`src/rtl/fixed_dot_accumulator.sv`:
```
// fixed_dot_accumulator: streaming signed fixed-point dot product with a joined input handshake and registered valid/ready output
module fixed_dot_accumulator #(
  parameter int DATA_IN_0_PRECISION_0  = 16,
  parameter int DATA_IN_0_PRECISION_1  = 3,
  parameter int WEIGHT_PRECISION_0     = 16,
  parameter int WEIGHT_PRECISION_1     = 3,
  parameter int PARALLELISM            = 4,
  parameter int IN_DEPTH               = 8,
  parameter int DATA_OUT_0_PRECISION_0 = DATA_IN_0_PRECISION_0 + WEIGHT_PRECISION_0 + $clog2(PARALLELISM) + $clog2(IN_DEPTH),
  parameter int DATA_OUT_0_PRECISION_1 = DATA_IN_0_PRECISION_1 + WEIGHT_PRECISION_1
) (
  input  logic                              clk,
  input  logic                              rst,
  input  logic [DATA_IN_0_PRECISION_0-1:0]  data_in_0 [PARALLELISM],
  input  logic                              data_in_0_valid,
  output logic                              data_in_0_ready,
  input  logic [WEIGHT_PRECISION_0-1:0]     weight [PARALLELISM],
  input  logic                              weight_valid,
  output logic                              weight_ready,
  output logic [DATA_OUT_0_PRECISION_0-1:0] data_out_0,
  output logic                              data_out_0_valid,
  input  logic                              data_out_0_ready
);
  localparam int PW = DATA_IN_0_PRECISION_0 + WEIGHT_PRECISION_0;
  localparam int OW = DATA_OUT_0_PRECISION_0;
  localparam int CW = IN_DEPTH > 1 ? $clog2(IN_DEPTH) : 1;
  logic                 stall, fire, load, cnt_last;
  logic                 s1_valid_q, s1_last_q, fresh_q, out_valid_q;
  logic [CW-1:0]        cnt_q;
  logic signed [PW-1:0] prod_q [PARALLELISM];
  logic signed [OW-1:0] acc_q, out_q, tree_sum, acc_d;
  assign stall            = out_valid_q & ~data_out_0_ready;
  assign fire             = data_in_0_valid & weight_valid & ~stall & ~rst;
  assign data_in_0_ready  = weight_valid & ~stall & ~rst;
  assign weight_ready     = data_in_0_valid & ~stall & ~rst;
  assign load             = s1_valid_q & s1_last_q & ~stall;
  assign cnt_last         = cnt_q == CW'(IN_DEPTH - 1);
  assign data_out_0       = out_q;
  assign data_out_0_valid = out_valid_q;
  always_comb begin
    tree_sum = '0;
    for (int i = 0; i < PARALLELISM; i++) tree_sum = tree_sum + OW'(prod_q[i]);
    acc_d = (fresh_q ? '0 : acc_q) + tree_sum;
  end
  always_ff @(posedge clk)
    if (fire)
      for (int i = 0; i < PARALLELISM; i++) prod_q[i] <= $signed(data_in_0[i]) * $signed(weight[i]);
  always_ff @(posedge clk or posedge rst) begin
    if (rst) begin
      cnt_q       <= '0;
      s1_valid_q  <= 1'b0;
      s1_last_q   <= 1'b0;
      acc_q       <= '0;
      fresh_q     <= 1'b1;
      out_q       <= '0;
      out_valid_q <= 1'b0;
    end else begin
      out_valid_q <= load | (out_valid_q & ~data_out_0_ready);
      if (!stall) begin
        s1_valid_q <= fire;
        s1_last_q  <= fire & cnt_last;
        if (fire) cnt_q <= cnt_last ? '0 : cnt_q + 1'b1;
        if (s1_valid_q) begin
          acc_q   <= s1_last_q ? '0 : acc_d;
          fresh_q <= s1_last_q;
          if (s1_last_q) out_q <= acc_d;
        end
      end
    end
  end
endmodule
```
`config.mk`:
```
export PLATFORM = sky130hd
export DESIGN_NAME = fixed_dot_accumulator
export DESIGN_NICKNAME = d
export VERILOG_FILES = /design/src/rtl/fixed_dot_accumulator.sv
export SDC_FILE = /design/constraint.sdc
export NUM_CORES = 2
export LEC_CHECK = 0
export CAP_MARGIN = 20
export CORE_ASPECT_RATIO = 1.4
export CORE_MARGIN = 2
export CORE_UTILIZATION = 50
export DETAILED_ROUTE_END_ITERATION = 12
export DONT_BUFFER_PORTS = 1
export GPL_TIMING_DRIVEN = 0
export PLACE_DENSITY = 0.66
export SETUP_SLACK_MARGIN = 0.3
export SYNTH_ARGS = -nofsm -noshare
export SYNTH_HDL_FRONTEND = slang
export SYNTH_SLANG_ARGS = --single-unit
```
`constraint.sdc`:
```
create_clock -name clk -period 6.4 [get_ports clk]
set_input_delay 1.28 -clock clk [delete_from_list [all_inputs] [get_ports clk]]
set_output_delay 1.28 -clock clk [all_outputs]
set_load 0.02 [all_outputs]
```
==> results.json <==
{
  "grt_max_degree": 56,
  "r2r-start": "prod_q[2][1]$_DFFE_PP_",
  "yosysMostFrequentCell": "inv_1",
  "die_y_um": 384,
  "setup_viol": 12,
  "cts_tree": "yes",
  "dieArea_um2": 106000,
  "vias": 36900,
  "dr.pass1.iters": 8,
  "rsz0062_at_grt": "true",
  "drc": 0,
  "yosysTopAreaCellShare": 0.432,
  "worstHoldStart": "acc_q[31]$_DFFE_PP0P_",
  "synthCells": 5456,
  "gp_congestion": 0.928,
  "end_kind": "flip-flop",
  "synth_seq_cells": 209,
  "synth-edff-count": 128,
  "post-route-period-util": 1.04,
  "synthTopCellsByArea": "fa_1 43%, inv_1 10%, ha_1 9.7%",
  "cp-startpoint": "weight[50]",
  "htree_levels": 1,
  "start_kind": "input port",
  "synth_async_sr_flop_share": 0.388,
  "dr.first_iter.drc_count": 1609,
  "place_ws_ns": -1.37,
  "synth_commonest_cells": "1391 x inv_1, 1114 x fa_1, 642 x nand2_1",
  "finalWorstSetupSlack_ns": -0.285,
  "cts_root_buf": "clkbuf_16",
  "critPathKind": "input port to flip-flop",
  "dp_hpwl_mm": 115,
  "drtAntennaViolNets": 0,
  "synth_area_um2": 51600,
  "rows": 139,
  "yosysSeqAreaShare": 0.114,
  "min_path_type": "flip-flop to flip-flop",
  "nets": 7260,
  "ios": 173,
  "die_w_um": 276,
  "violations": "setup timing",
  "grt_antenna_before_repair": 0,
  "first_global_vias": 40700,
  "track_usage": 0.266,
  "synthDistinctLibCells": 90,
  "grt_pass1_wl_mm": 218,
  "slew_headroom": 0.554,
  "port_buffers": 0,
  "outcome": "finished, violations left",
  "mappedNetlistNets": 7103,
  "fin_skew_ns": 0.0416,
  "clk-insertion-delay-late_ns": 0.57,
  "antenna_cells": 0,
  "yosysTopAreaCell": "fa_1",
  "overflow": 0,
  "tightest_slew_ns": 0.669,
  "cts_buffers": 24,
  "cp.required_ns": 6.70,
  "cts.sinks": 209,
  "drt-total-wl_mm": 135,
  "cts.clk_slew.worst_paths_ns": 0.06,
  "syn_to_final_growth_pct": 13.8,
  "finalCriticalPeriod_ns": 6.68,
  "tns_ns": -1.77,
  "synthFlopType": "edfxtp_1",
  "holdBufCountCts": 0,
  "cts_buffer_depth": 3,
  "final_hold_viol_count": 0,
  "arrival_ns": 6.98,
  "maxCapViolCount": 0,
  "coreArea_um2": 102000,
  "crit_fanout": 10,
  "initial_core_util": 0.504,
  "route.detailed.vias_per_inst": 5.29,
  "wl_per_cell_um": 19.4,
  "syn-mean-instance-area_um2": 9.46,
  "drv_slew": 0,
  "yosysWarnings": 0,
  "layout-drive-gt1-share": 0.138,
  "fmax_mhz": 150
}
metrics by stage:
step,instance area (um2),hold slack (ns),util,std cells
finish,58800,0.476,0.574,6968
global route,58800,0.506,0.574,6968
detailed placement,55100,0.462,0.538,6800
global placement,55000,0.454,0.537,6795
CTS,57400,0.482,0.561,6915
floorplan,53300,0.441,-,5456
what timing repair did:
item | 4_1_cts | 5_1_grt
buffers inserted | 72 | 53
gates resized for setup | 248 | 273
pin swaps | 129 | 181
cloned | 1 | 0
endpoints found under the setup margin | 85 | 75
final timing paths:
| kind | slack (ns) | cells after the start | to |
|---|---|---|---|
| worst max-delay path | -0.28 | 19 | prod_q[0][24]$_DFFE_PP_ |
| worst min-delay path | 0.48 | 2 | acc_q[31]$_DFFE_PP0P_ |
| worst max register to register | 0.42 | 28 | data_out_0[36]$_DFFE_PP0P_ |
| worst min register to register | 0.48 | 2 | acc_q[31]$_DFFE_PP0P_ |
| max in group asynchronous | 5.14 | 2 | fresh_q$_DFFE_PP1P_ |
| min in group asynchronous | 0.60 | 1 | data_out_0[30]$_DFFE_PP0P_ |
sequential cells by signal, summed over array words and instances (netlist names):
name              cells
s1_valid_q            1
prod_q              128
data_out_0_valid      1
acc_q                37
s1_last_q             1
fresh_q               1
data_out_0           37
cnt_q                 3
worst max-delay path, stage by stage:
cell	delay, ns
clkbuf_8	0.15
nand2_1	0.08
fa_1	0.53
fa_2	0.63
fa_1	0.47
fa_1	0.56
inv_1	0.06
fa_1	0.47
fa_1	0.54
ha_4	0.21
a21o_1	0.17
a21oi_2	0.13
o21bai_1	0.07
a211o_1	0.30
a31oi_4	0.18
a21boi_2	0.10
o31a_1	0.26
o41a_1	0.42
a311o_1	0.36
final cells by class:
type | instances | area, um2
Buffer | 157 | 1900
Clock buffer | 28 | 637
Clock inverter | 14 | 148
Fill cell | 8926 | 43700
Inverter | 1391 | 5240
Multi-Input combinational cell | 3699 | 42200
Sequential cell | 209 | 5870
Tap cell | 1339 | 1680
Timing Repair Buffer | 131 | 1130
routing by layer:
layer,share of wire,vias up,global-route usage
met3,0.040,367,0.0238
li1,-,16600,-
met4,0.060,0,0.128
met2,0.54,912,0.492
met1,0.36,19000,0.305
met5,0,-,0
cell families after synthesis:
group | synth area share
and+or+nand+nor | 0.137
adders and majority gates | 0.529
DFF | 0.114
muxes | 0.00604
xor gates and xnor gates | 0.0341
buffers and inverters | 0.113
AOI/OAI and AO/OA | 0.0677
cell usage in the layout, fill, tap and decap left out, types with 28 or more instances in the layout:
master,synthesis,layout
a21o_1,82,82
a21oi_1,140,94
a21oi_2,5,42
and2_1,446,424
buf_4,1,121
buf_6,0,28
clkbuf_16,0,58
dfrtp_1,80,80
edfxtp_1,128,128
fa_1,1114,1063
fa_2,0,51
ha_1,400,350
ha_4,0,41
inv_1,1391,1327
inv_2,0,59
nand2_1,642,595
nand2b_1,33,33
nor2_1,139,125
nor2b_1,46,44
nor3_1,33,31
o21ai_0,84,59
o21bai_1,33,31
xnor2_1,146,118
xor2_1,55,44
Power is left out: the tool's default activity adds up to more than one toggle a clock period on the data nets, which glitch-free logic cannot reach.
